[src/rtl/fetch_stage.sv]
// Instruction fetch stage with a single outstanding memory request, a one-entry skid
// buffer toward decode, and redirect handling that discards in-flight responses.
module fetch_stage #(
    parameter logic [31:0] RESET_PC = 32'h0000_0000
) (
    input  logic        clk,
    input  logic        rst_n,
    output logic        imem_req_valid,
    input  logic        imem_req_ready,
    output logic [31:0] imem_req_addr,
    input  logic        imem_rsp_valid,
    input  logic [31:0] imem_rsp_data,
    input  logic        redirect_valid,
    input  logic [31:0] redirect_pc,
    input  logic        id_ready,
    output logic        if_valid,
    output logic [31:0] if_instr,
    output logic [31:0] if_pc,
    output logic        misaligned_fault
);

    localparam logic [31:0] NOP = 32'h0000_0013;

    typedef enum logic [2:0] {IDLE, REQ, WAIT, HOLD, DROP} state_t;

    state_t      state_reg, state_next;
    logic [31:0] pc_reg, pc_next;
    logic        if_valid_reg, if_valid_next;
    logic [31:0] if_instr_reg, if_instr_next;
    logic [31:0] if_pc_reg, if_pc_next;
    logic        fault_reg, fault_next;
    logic        skid_valid_reg, skid_valid_next;
    logic [31:0] skid_instr_reg, skid_instr_next;
    logic [31:0] skid_pc_reg, skid_pc_next;
    logic        slot_free;
    logic        outstanding_after;

    assign slot_free = !if_valid_reg || id_ready;

    // A request is still in flight after this edge when the redirect lands on it.
    assign outstanding_after = ((state_reg == WAIT) && !imem_rsp_valid) ||
                               ((state_reg == REQ)  && imem_req_ready)  ||
                               ((state_reg == DROP) && !imem_rsp_valid);

    always_ff @(posedge clk or negedge rst_n) begin
        if (!rst_n) begin
            state_reg      <= IDLE;
            pc_reg         <= RESET_PC;
            if_valid_reg   <= 1'b0;
            if_instr_reg   <= NOP;
            if_pc_reg      <= 32'h0000_0000;
            fault_reg      <= 1'b0;
            skid_valid_reg <= 1'b0;
            skid_instr_reg <= 32'h0000_0000;
            skid_pc_reg    <= 32'h0000_0000;
        end else begin
            state_reg      <= state_next;
            pc_reg         <= pc_next;
            if_valid_reg   <= if_valid_next;
            if_instr_reg   <= if_instr_next;
            if_pc_reg      <= if_pc_next;
            fault_reg      <= fault_next;
            skid_valid_reg <= skid_valid_next;
            skid_instr_reg <= skid_instr_next;
            skid_pc_reg    <= skid_pc_next;
        end
    end

    always_comb begin
        state_next      = state_reg;
        pc_next         = pc_reg;
        if_valid_next   = if_valid_reg && !id_ready;
        if_instr_next   = if_instr_reg;
        if_pc_next      = if_pc_reg;
        fault_next      = 1'b0;
        skid_valid_next = skid_valid_reg;
        skid_instr_next = skid_instr_reg;
        skid_pc_next    = skid_pc_reg;

        if (redirect_valid) begin
            if_valid_next   = 1'b0;
            skid_valid_next = 1'b0;
            pc_next         = {redirect_pc[31:2], 2'b00};
            fault_next      = |redirect_pc[1:0];
            state_next      = outstanding_after ? DROP : REQ;
        end else begin
            case (state_reg)
                IDLE: state_next = REQ;
                REQ: begin
                    if (imem_req_ready) begin
                        state_next = WAIT;
                    end
                end
                WAIT: begin
                    if (imem_rsp_valid) begin
                        if (slot_free) begin
                            if_valid_next = 1'b1;
                            if_instr_next = imem_rsp_data;
                            if_pc_next    = pc_reg;
                            pc_next       = pc_reg + 32'd4;
                            state_next    = REQ;
                        end else begin
                            skid_valid_next = 1'b1;
                            skid_instr_next = imem_rsp_data;
                            skid_pc_next    = pc_reg;
                            state_next      = HOLD;
                        end
                    end
                end
                HOLD: begin
                    if (id_ready && skid_valid_reg) begin
                        if_valid_next   = 1'b1;
                        if_instr_next   = skid_instr_reg;
                        if_pc_next      = skid_pc_reg;
                        skid_valid_next = 1'b0;
                        pc_next         = pc_reg + 32'd4;
                        state_next      = REQ;
                    end
                end
                DROP: begin
                    if (imem_rsp_valid) begin
                        state_next = REQ;
                    end
                end
                default: state_next = IDLE;
            endcase
        end
    end

    assign imem_req_valid   = (state_reg == REQ);
    assign imem_req_addr    = pc_reg;
    assign if_valid         = if_valid_reg;
    assign if_instr         = if_instr_reg;
    assign if_pc            = if_pc_reg;
    assign misaligned_fault = fault_reg;

endmodule
[config.mk]
export PLATFORM = sky130hd
export DESIGN_NAME = fetch_stage
export DESIGN_NICKNAME = d
export VERILOG_FILES = /design/src/rtl/fetch_stage.sv
export SDC_FILE = /design/constraint.sdc
export NUM_CORES = 1
export LEC_CHECK = 0
export ABC_AREA = 0
export CAP_MARGIN = 20
export CORE_MARGIN = 2
export CORE_UTILIZATION = 32
export DETAILED_ROUTE_END_ITERATION = 12
export GPL_TIMING_DRIVEN = 0
export PLACE_DENSITY = 0.63
export SLEW_MARGIN = 20
export SYNTH_ARGS = -nofsm -noshare
export SYNTH_HDL_FRONTEND = slang
export SYNTH_SLANG_ARGS = --single-unit
[constraint.sdc]
create_clock -name clk -period 2.8 [get_ports clk]
set_input_delay 0.7 -clock clk [delete_from_list [all_inputs] [get_ports clk]]
set_output_delay 0.7 -clock clk [all_outputs]
set_load 0.05 [all_outputs]
Yosys cells after proc, flatten, opt, wreduce, memory -nomap -nowiden
Cells that the tools add are included.
{"block": "classes", "mux": 32, "n_bitwise": 2, "n_addsub": 1, "n_eq_ne": 13, "n_reduce_logical": 20}
{"operator": "2-to-1 mux 32 bit", "n": 10}
{"operator": "one-hot mux 32 bit (2 select lines)", "n": 3}
{"operator": "adder 32 x 3 -> 32 bit (second input constant)", "n": 1}
{"operator": "2-to-1 mux 3 bit", "n": 6}
{"operator": "AND reduction 4 bit", "n": 4}
{"operator": "!= test 3 bit (second input constant)", "n": 5}
{"operator": "one-hot mux 3 bit (5 select lines)", "n": 1}
{"operator": "2-to-1 mux 1 bit", "n": 9}
{"operator": "equality test 3 x 2 -> 1 bit (second input constant)", "n": 2}
{"operator": "!= test 2 bit (second input constant)", "n": 3}
{"operator": "logical AND 1 bit", "n": 5}
{"operator": "AND reduction 5 bit", "n": 1}
{"operator": "one-hot mux 1 bit (2 select lines)", "n": 2}
{"operator": "equality test 3 x 1 -> 1 bit (second input constant)", "n": 1}
{"operator": "equality test 3 bit (second input constant)", "n": 1}
{"operator": "logical NOT 1 bit", "n": 3}
{"operator": "logical NOT 3 bit", "n": 1}
{"operator": "logical OR 1 bit", "n": 3}
{"operator": "!= test 3 x 1 -> 1 bit (second input constant)", "n": 1}
{"operator": "nonzero test 3 bit", "n": 1}
{"operator": "2-to-1 mux 2 bit", "n": 1}
{"operator": "NOT 1 bit", "n": 2}
{"operator": "nonzero test 2 bit", "n": 1}
{"operator": "OR reduction 2 bit", "n": 1}
{"block": "totals", "ff_bits": 166, "output_inout_bits": 99, "inputBits": 70, "elab_cells": 77}

Longest topological paths before layout
Gate-level depths: netlist (run 1).
{"block": "depth", "word_depth": 6, "mapped_depth": 8, "mapped_depth_nobuf": 6}

Worst setup path before layout (run 1)
Ideal clock, no wire load.
{"block": "synth_path", "path_type": "reg2reg", "start": "register pc_reg[14], in the netlist imem_req_addr[14]", "end": "register pc_reg[29], in the netlist imem_req_addr[29]", "arrival_ps": 2569, "path_stages_with_launch": 8, "n_path_buf": 2, "setup_time_ps": 82, "setup_slack_ps": 149, "required_ps": 2718, "period_less_slack_ps": 2651, "cell_sequence": "dfrtp_1 -> buf_4 -> nand4_1 -> or4_1 -> buf_2 -> or3_4 -> or4_1 -> a31oi_1"}
{"block": "synth_via", "elab_chain_len": 5, "word_cells_on_any_way": 6, "classes_between": "1 x add/sub; 5 x mux"}
{"element": "start, declared", "line": "27", "rtl": "logic [31:0] pc_reg, pc_next;"}
{"element": "start signal, assigned", "line": "58", "rtl": "pc_reg <= pc_next;"}
{"element": "adder 32 x 3 -> 32 bit (*)", "line": "100, 116"}
{"element": "2-to-1 mux 32 bit", "line": "96", "rtl": "if (slot_free) begin"}
{"element": "2-to-1 mux 32 bit", "line": "95", "rtl": "if (imem_rsp_valid) begin"}
{"element": "one-hot mux 32 bit (2 select lines) (*)", "line": "87", "rtl": "case (state_reg)"}
{"element": "2-to-1 mux 32 bit (*)", "line": "80", "rtl": "if (redirect_valid) begin"}
Every way passes the cells marked *; elsewhere a longest branch is shown, timed or not. The select of a mux whose other input is x is not followed.
A chain may end at the register's enable or synchronous reset.

Final worst setup path (run 1)
{"block": "layout_path", "start": "input id_ready", "end": "register pc_reg[29], in the netlist imem_req_addr[29]"}
{"block": "layout_via", "elab_chain_len": 3, "word_cells_on_any_way": 5, "classes_between": "2 x eq/ne; 3 x reduce/logical"}
{"element": "start, declared", "line": "15", "rtl": "input logic id_ready,"}
{"element": "logical OR 1 bit / logical AND 1 bit (equally long branches)", "line": "38, 111"}
{"element": "!= test 3 bit (no line)"}
{"element": "AND reduction 4 bit (no line) (*)"}
Every way passes the cells marked *; elsewhere a longest branch is shown, timed or not.

==> results_dict.tcl, run 1 <==
set metrics [dict create \
    final_layout_size_suffix_gt1_share_pct 14.5 \
    seq_area_um2 4010 \
    cts_htree_levels 4 \
    yosys.cell_count.top_type "dfrtp_1" \
    number_of_enable_flip_flop_cells_after_synthesis 0 \
    cts.sinks 160 \
    final_max_slew_viol_count 0 \
    max-clock-path-buffers 2 \
    cts_root_buffer "clkbuf_16" \
    clk_pin_slew_worst_paths_ps 60 \
    netlist.area_leader.share_pct 53.5 \
    ir_drop_mv 0.402 \
    routed_wire_length_per_instance_um 17.5 \
    fin_cells 1161 \
    crit_family "simple AND/OR/NAND/NOR gates" \
    io_pins 169 \
    worstMarginPinSlew_ps 910 \
    vias 5751 \
    cp-end-kind "flop" \
    filler_cell_count 2201 \
    cellPowerDensity_nw_per_um2 964 \
    timing_hold_violations_final 0 \
    grt_remaining_overflow 0 \
    port_buffers 164 \
    syn-cell-area_um2 7340 \
    grt_util_all_layers_pct 17.4 \
    fin_crit_ps 2660 \
    fin_crit_sh_pct 94.9 \
    relSlewSlack_pct 39.3 \
    hpwlAfterDp_mm 14.2 \
    seq_area_frac_synth_pct 54.6 \
    clock_latency_ps 430 \
    synth_area_leader_cell "dfrtp_1" \
    number_of_antenna_violations_at_the_first_check_in_global_routing 0 \
    top_cell_types_by_occurrence_after_synthesis "dfrtp_1 (157), nor2_1 (76), a21oi_1 (68)" \
    worstPathBufferInverterCount 1 \
    antennaDiodeCount 0 \
    crit_slowest_cell "or3_4" \
    final_setup_violation_count 0 \
    place.detailed.instances 1125 \
    drv_cap 0 \
    worstPathArrival_ps 3010 \
    synthTopCellsByArea "dfrtp_1 (54%), mux2_2 (9.7%), mux2i_1 (8.6%)" \
    timing.critical_path.cells "clkdlybuf4s50_1, or3b_2, nand3_1, or3_4, or4_1, a31oi_1" \
    drt_pass1_iterations 5 \
    leakage_power_figure_nw 4.65 \
    floorplan.die.width_um 155 \
    tritoncts "built" \
    final_antenna_net_count 0 \
    multi_input_comb_area_um2 3110 \
    floorplan.die.height_um 155 \
    grt_pass1_wl_mm 32.4 \
    timing.hold.ws_ps 239 \
    ys.warnings.count 0 \
    tritoncts.num_buffers 17 \
    ys_flop_type "dfrtp_1" \
    flops_latches_synth 160 \
    worstSetupPathType "in -> reg" \
    worstPathMaxFanout 10 \
    post_synth_num_cell_types 44 \
    drt-vias-per-instance 4.95 \
    nNetsFinal 934 \
    timing.critical_path.required_ps 3150 \
    core-area_um2 22600 \
    critical-path-max-stage-delay_ps 540 \
    run_status "finished, final reports clean" \
    synth-async-reset-ratio_pct 100 \
    worstSetupStartpointType "input pin" \
    grt_start_max_net_pins 83 \
    power.total_w 0.00967 \
    number_of_remaining_drc_errors 0 \
    syn_area_per_cell_um2 10.9 \
    floorplan.initialDensity_pct 32.5 \
    max_clock_freq_ghz 0.376 \
    detail_route.iter0.violations 392 \
    cts.hold.buffers_added 0 \
    worst_clock_skew_ps 10.8 \
    worst_hold_path_type "in -> async" \
    area_growth_pct 36.7 \
    routability_congestion 0.842 \
    postRouteWirelength_mm 20.4 \
    design.die.area_um2 24200 \
    vias_in_the_first_global_route 5714 \
    placement_rows 55 \
    syn-instance-count 672 \
]
==> kinds of logic after synthesis <==
kind of cell             count (synthesis)  synth area share [%]
XOR/XNOR                                25                  2.98
adder cells (fa/ha/maj)                  1                 0.170
other                                    1                0.0511
multiplexers                           126                  18.3
AND/OR/NAND/NOR                        194                  12.5
buffers and inverters                   54                  3.31
flip-flops                             160                  54.6
AO/OA/AOI/OAI                          111                  8.08
==> layout make-up <==
cell class | instances | area share [%]
flip-flops and latches | 160 | 40.0
multi-input cells | 461 | 31.0
repair buffers | 169 | 17.0
clock buffers | 23 | 4.57
well taps | 285 | 3.56
plain buffers | 50 | 2.48
clock inverters | 9 | 1.33
inverters | 4 | 0.150
==> metal layers <==
metal	GRT usage, %	up-vias	wire length [µm]
met5	0	-	0
met4	5.85	0	387
met3	3.09	24	832
met2	27.3	145	9660
met1	24.3	2836	9470
li1	-	2746	-
==> repair_timing <==
action | in CTS | in global routing
endpoints found under the hold margin | 0 | 0
setup buffers | 3 | 1
resized for setup | 10 | 12
endpoints found under the setup margin | 81 | 67
pin swaps | 1 | 1
==> path summary, 6_finish.rpt <==
check                      cells after the start             start                 end  slack, ps
hold reg to reg                                2   skid_pc_reg[18]     skid_pc_reg[18]        500
setup reg to reg                               6  imem_req_addr[4]   imem_req_addr[29]        290
min in group clk                               2   skid_pc_reg[18]     skid_pc_reg[18]        500
max in group asynchronous                      2             rst_n  skid_instr_reg[17]       1700
hold / removal                                 1             rst_n           if_pc[22]        240
setup / recovery                               6          id_ready   imem_req_addr[29]        140
==> cells in the final DEF (no fill, tap or decap), types with 2 or more instances in the layout <==
cell type / netlist / routed
nand3_1: 14 / 14
nor4_1: 16 / 16
clkbuf_1: 32 / 32
clkbuf_2: 0 / 4
nand4_1: 10 / 10
nor3b_1: 3 / 3
clkinvlp_4: 0 / 4
bufinv_16: 0 / 3
a21oi_1: 68 / 68
buf_2: 2 / 6
mux2_2: 63 / 63
inv_1: 4 / 4
o21ai_0: 31 / 31
clkbuf_4: 0 / 3
nand2b_1: 4 / 4
or4_1: 4 / 4
nor3_1: 8 / 8
nor2_1: 76 / 75
buf_4: 8 / 12
clkbuf_16: 0 / 17
mux2i_1: 63 / 63
a221o_1: 2 / 2
xor2_1: 4 / 4
and4_1: 5 / 5
nand2_1: 45 / 45
dfrtp_1: 157 / 157
nor2b_1: 2 / 2
dfstp_2: 3 / 3
clkdlybuf4s50_1: 0 / 162
o211ai_1: 2 / 2
conb_1: 1 / 4
xnor2_1: 21 / 21
==> power by group <==
part	leakage [nW]	total (W)	switching (W)	internal [W]
clock network	0.274	0.00239	0.000967	0.00143
registers	2.06	0.00318	0.000332	0.00285
logic	2.32	0.00409	0.00270	0.00139
total	4.65	0.00967	0.00400	0.00567
==> per-stage QoR <==
stage / utilization [%] / instance area, µm² / TNS, ps / setup WS [ps]
5_1_grt: 44.4 / 10000 / -1.41 / -1.16
3_3_place_gp: 41.4 / 9350 / -1040330 / -5930
3_5_place_dp: 41.6 / 9380 / -99880 / -1270
2_1_floorplan: - / 7350 / 0 / 149
6_report: 44.4 / 10000 / 0 / 142
4_1_cts: 44.3 / 10000 / 0 / 4.17
(Power assumes the default switching activity.)
==> inputs of run 2 (changes only) <==
--- a/config.mk
+++ b/config.mk
@@ -6,12 +6,13 @@
 export NUM_CORES = 1
 export LEC_CHECK = 0
 export ABC_AREA = 0
+export ABC_CLOCK_PERIOD_IN_PS = 2800
 export CAP_MARGIN = 20
 export CORE_MARGIN = 2
 export CORE_UTILIZATION = 32
 export DETAILED_ROUTE_END_ITERATION = 12
 export GPL_TIMING_DRIVEN = 0
-export PLACE_DENSITY = 0.63
+export PLACE_DENSITY = 0.54
 export SLEW_MARGIN = 20
 export SYNTH_ARGS = -nofsm -noshare
 export SYNTH_HDL_FRONTEND = slang
==> run 2 against run 1 <==
Maximum frequency down 0.13%. Total power is 0.13% lower. Critical path depth is 2 higher. Setup slack lost 3.5 ps. Core utilization barely moved. Global-route usage is 0.068 points lower. Critical path type unchanged. Highest routed layer is now met5.
==> results_dict.tcl, run 2 (synthesis gave the netlist of run 1 again) <==
set metrics [dict create \
    vias_in_the_first_global_route 5708 \
    cts.sinks 160 \
    relSlewSlack_pct 38.3 \
    area_growth_pct 36.8 \
    fin_crit_ps 2660 \
    number_of_remaining_drc_errors 0 \
    p_int_w 0.00559 \
    cp-end-kind "flop" \
    detail_route.iter0.violations 214 \
    timing.hold.ws_ps 228 \
    ir_drop_mv 0.452 \
    final_setup_violation_count 0 \
    floorplan.die.width_um 155 \
    worstSetupStartpointType "input pin" \
    cellPowerDensity_nw_per_um2 962 \
    worstPathMaxFanout 10 \
    clk_pin_slew_worst_paths_ps 70 \
    timing.critical_path.required_ps 3110 \
    grt_pass1_wl_mm 32.1 \
    timing_hold_violations_final 0 \
    layout_common_cells "clkdlybuf4s50_1 (162), dfrtp_1 (157), nor2_1 (75)" \
    layout.cells.most_common "clkdlybuf4s50_1" \
    drt-vias-per-instance 4.88 \
    worst_hold_path_type "in -> async" \
    number_of_antenna_violations_at_the_first_check_in_global_routing 1 \
    cts_root_buffer "clkbuf_16" \
    final_max_slew_viol_count 0 \
    power.switching_fraction_pct 42.1 \
    grt_start_max_net_pins 85 \
    cts_htree_levels 4 \
    worstPathArrival_ps 2970 \
    combinationalPowerShare_pct 42.4 \
    netSwitchingPower_w 0.00406 \
    routed_wire_length_per_instance_um 17.5 \
    worstSetupPathType "in -> reg" \
    antennaDiodeCount 0 \
    vias 5667 \
    core-area_um2 22600 \
    leakage_power_figure_nw 4.66 \
    port_buffers 164 \
    tritoncts.num_buffers 17 \
    fin_crit_sh_pct 95.0 \
    run_status "finished, final reports clean" \
    io_pins 169 \
    floorplan.die.height_um 155 \
    setup_repair_after_global_routing_missed_its_margin "no" \
    placement_rows 55 \
    nNetsFinal 934 \
    worst_clock_skew_ps 10.5 \
    final_antenna_net_count 0 \
    grt_remaining_overflow 0 \
    drt_pass1_iterations 4 \
    tritoncts "built" \
    clock_latency_ps 430 \
    floorplan.initialDensity_pct 32.5 \
    design.die.area_um2 24200 \
    routability_congestion 0.797 \
    max-clock-path-buffers 2 \
    grt_util_all_layers_pct 17.3 \
    fin_tns_setup_ps 0 \
    max_clock_freq_ghz 0.376 \
    final_layout_size_suffix_gt1_share_pct 15.1 \
    postRouteWirelength_mm 20.3 \
    power.share.clock_pct 24.8 \
    drv_cap 0 \
    sequentialPowerShare_pct 32.8 \
    worstMarginPinSlew_ps 926 \
    hpwlAfterDp_mm 14.1 \
]
-- run 2: cell types whose count changed in the layout (fill, tap and decap cells not counted), moves of 2 or more --
cell	change
buf_2	+2
clkbuf_1	-5
clkbuf_4	-2
inv_6	+3
-- run 2: final cells by class --
cell class	instances	area, µm²
fillers	2179	12500
flip-flops and latches	160	4010
multi-input cells	461	3110
repair buffers	169	1720
clock buffers	18	439
well taps	285	357
plain buffers	50	244
clock inverters	14	155
inverters	4	15.0
-- run 2: worst paths after layout --
path                                       from           endpoint  slack (ps)  cells after the start
worst max-delay path             imem_rsp_valid           if_pc[9]         140                      8
worst min-delay path                      rst_n          if_pc[22]         230                      1
worst max register to register     state_reg[2]          if_pc[16]         210                      7
worst min register to register  skid_pc_reg[18]    skid_pc_reg[18]         490                      2
max in group asynchronous                 rst_n  imem_req_addr[31]        1720                      2
min in group clk                skid_pc_reg[18]    skid_pc_reg[18]         490                      2
-- run 2: metrics by stage --
step                      total power, W  instances  util (%)  cell area [µm²]  worst slack [ps]
after CTS                        0.00977       1157      44.3             9990              51.6
final                            0.00965       1161      44.5            10000               139
after floorplan                  0.00586        675         -             7350               149
after global placement           0.00731       1124      41.4             9350             -6090
after detailed placement         0.00733       1125      41.6             9380             -1280
after global routing              0.0101       1161      44.5            10000              30.1
-- run 2: timing repair --
action | in CTS | in global routing
gates resized for setup | 11 | 8
hold buffers | 0 | 0
buffers inserted | 0 | 4
pin swaps | 0 | 2
endpoints found under the setup margin | 63 | 107
cloned | 0 | 0
-- run 2: layer usage --
metal / part of all wire [%] / GRT usage [%] / wire length, µm
met5: 0.054 / 0 / 11
met4: 1.5 / 5.29 / 308
met3: 5.0 / 3.93 / 1010
met2: 46 / 26.8 / 9420
met1: 47 / 24.2 / 9580
-- run 2: worst max-delay path, cell delays in order --
cell and delay [ps]:
clkdlybuf4s50_1 570, nand2b_1 170, a211o_1 310, clkbuf_1 240
nor2_4 260, clkbuf_4 290, buf_2 310, a21oi_1 110
-- run 2: power by group through the flow --
stage	logic [W]	registers [W]	clock network [W]
after global routing	0.00433	0.00325	0.00256
after CTS	0.00413	0.00318	0.00246
after floorplan	0.000964	0.00489	0
final	0.00409	0.00317	0.00239
after global placement	0.00409	0.00322	0
after detailed placement	0.00411	0.00322	0
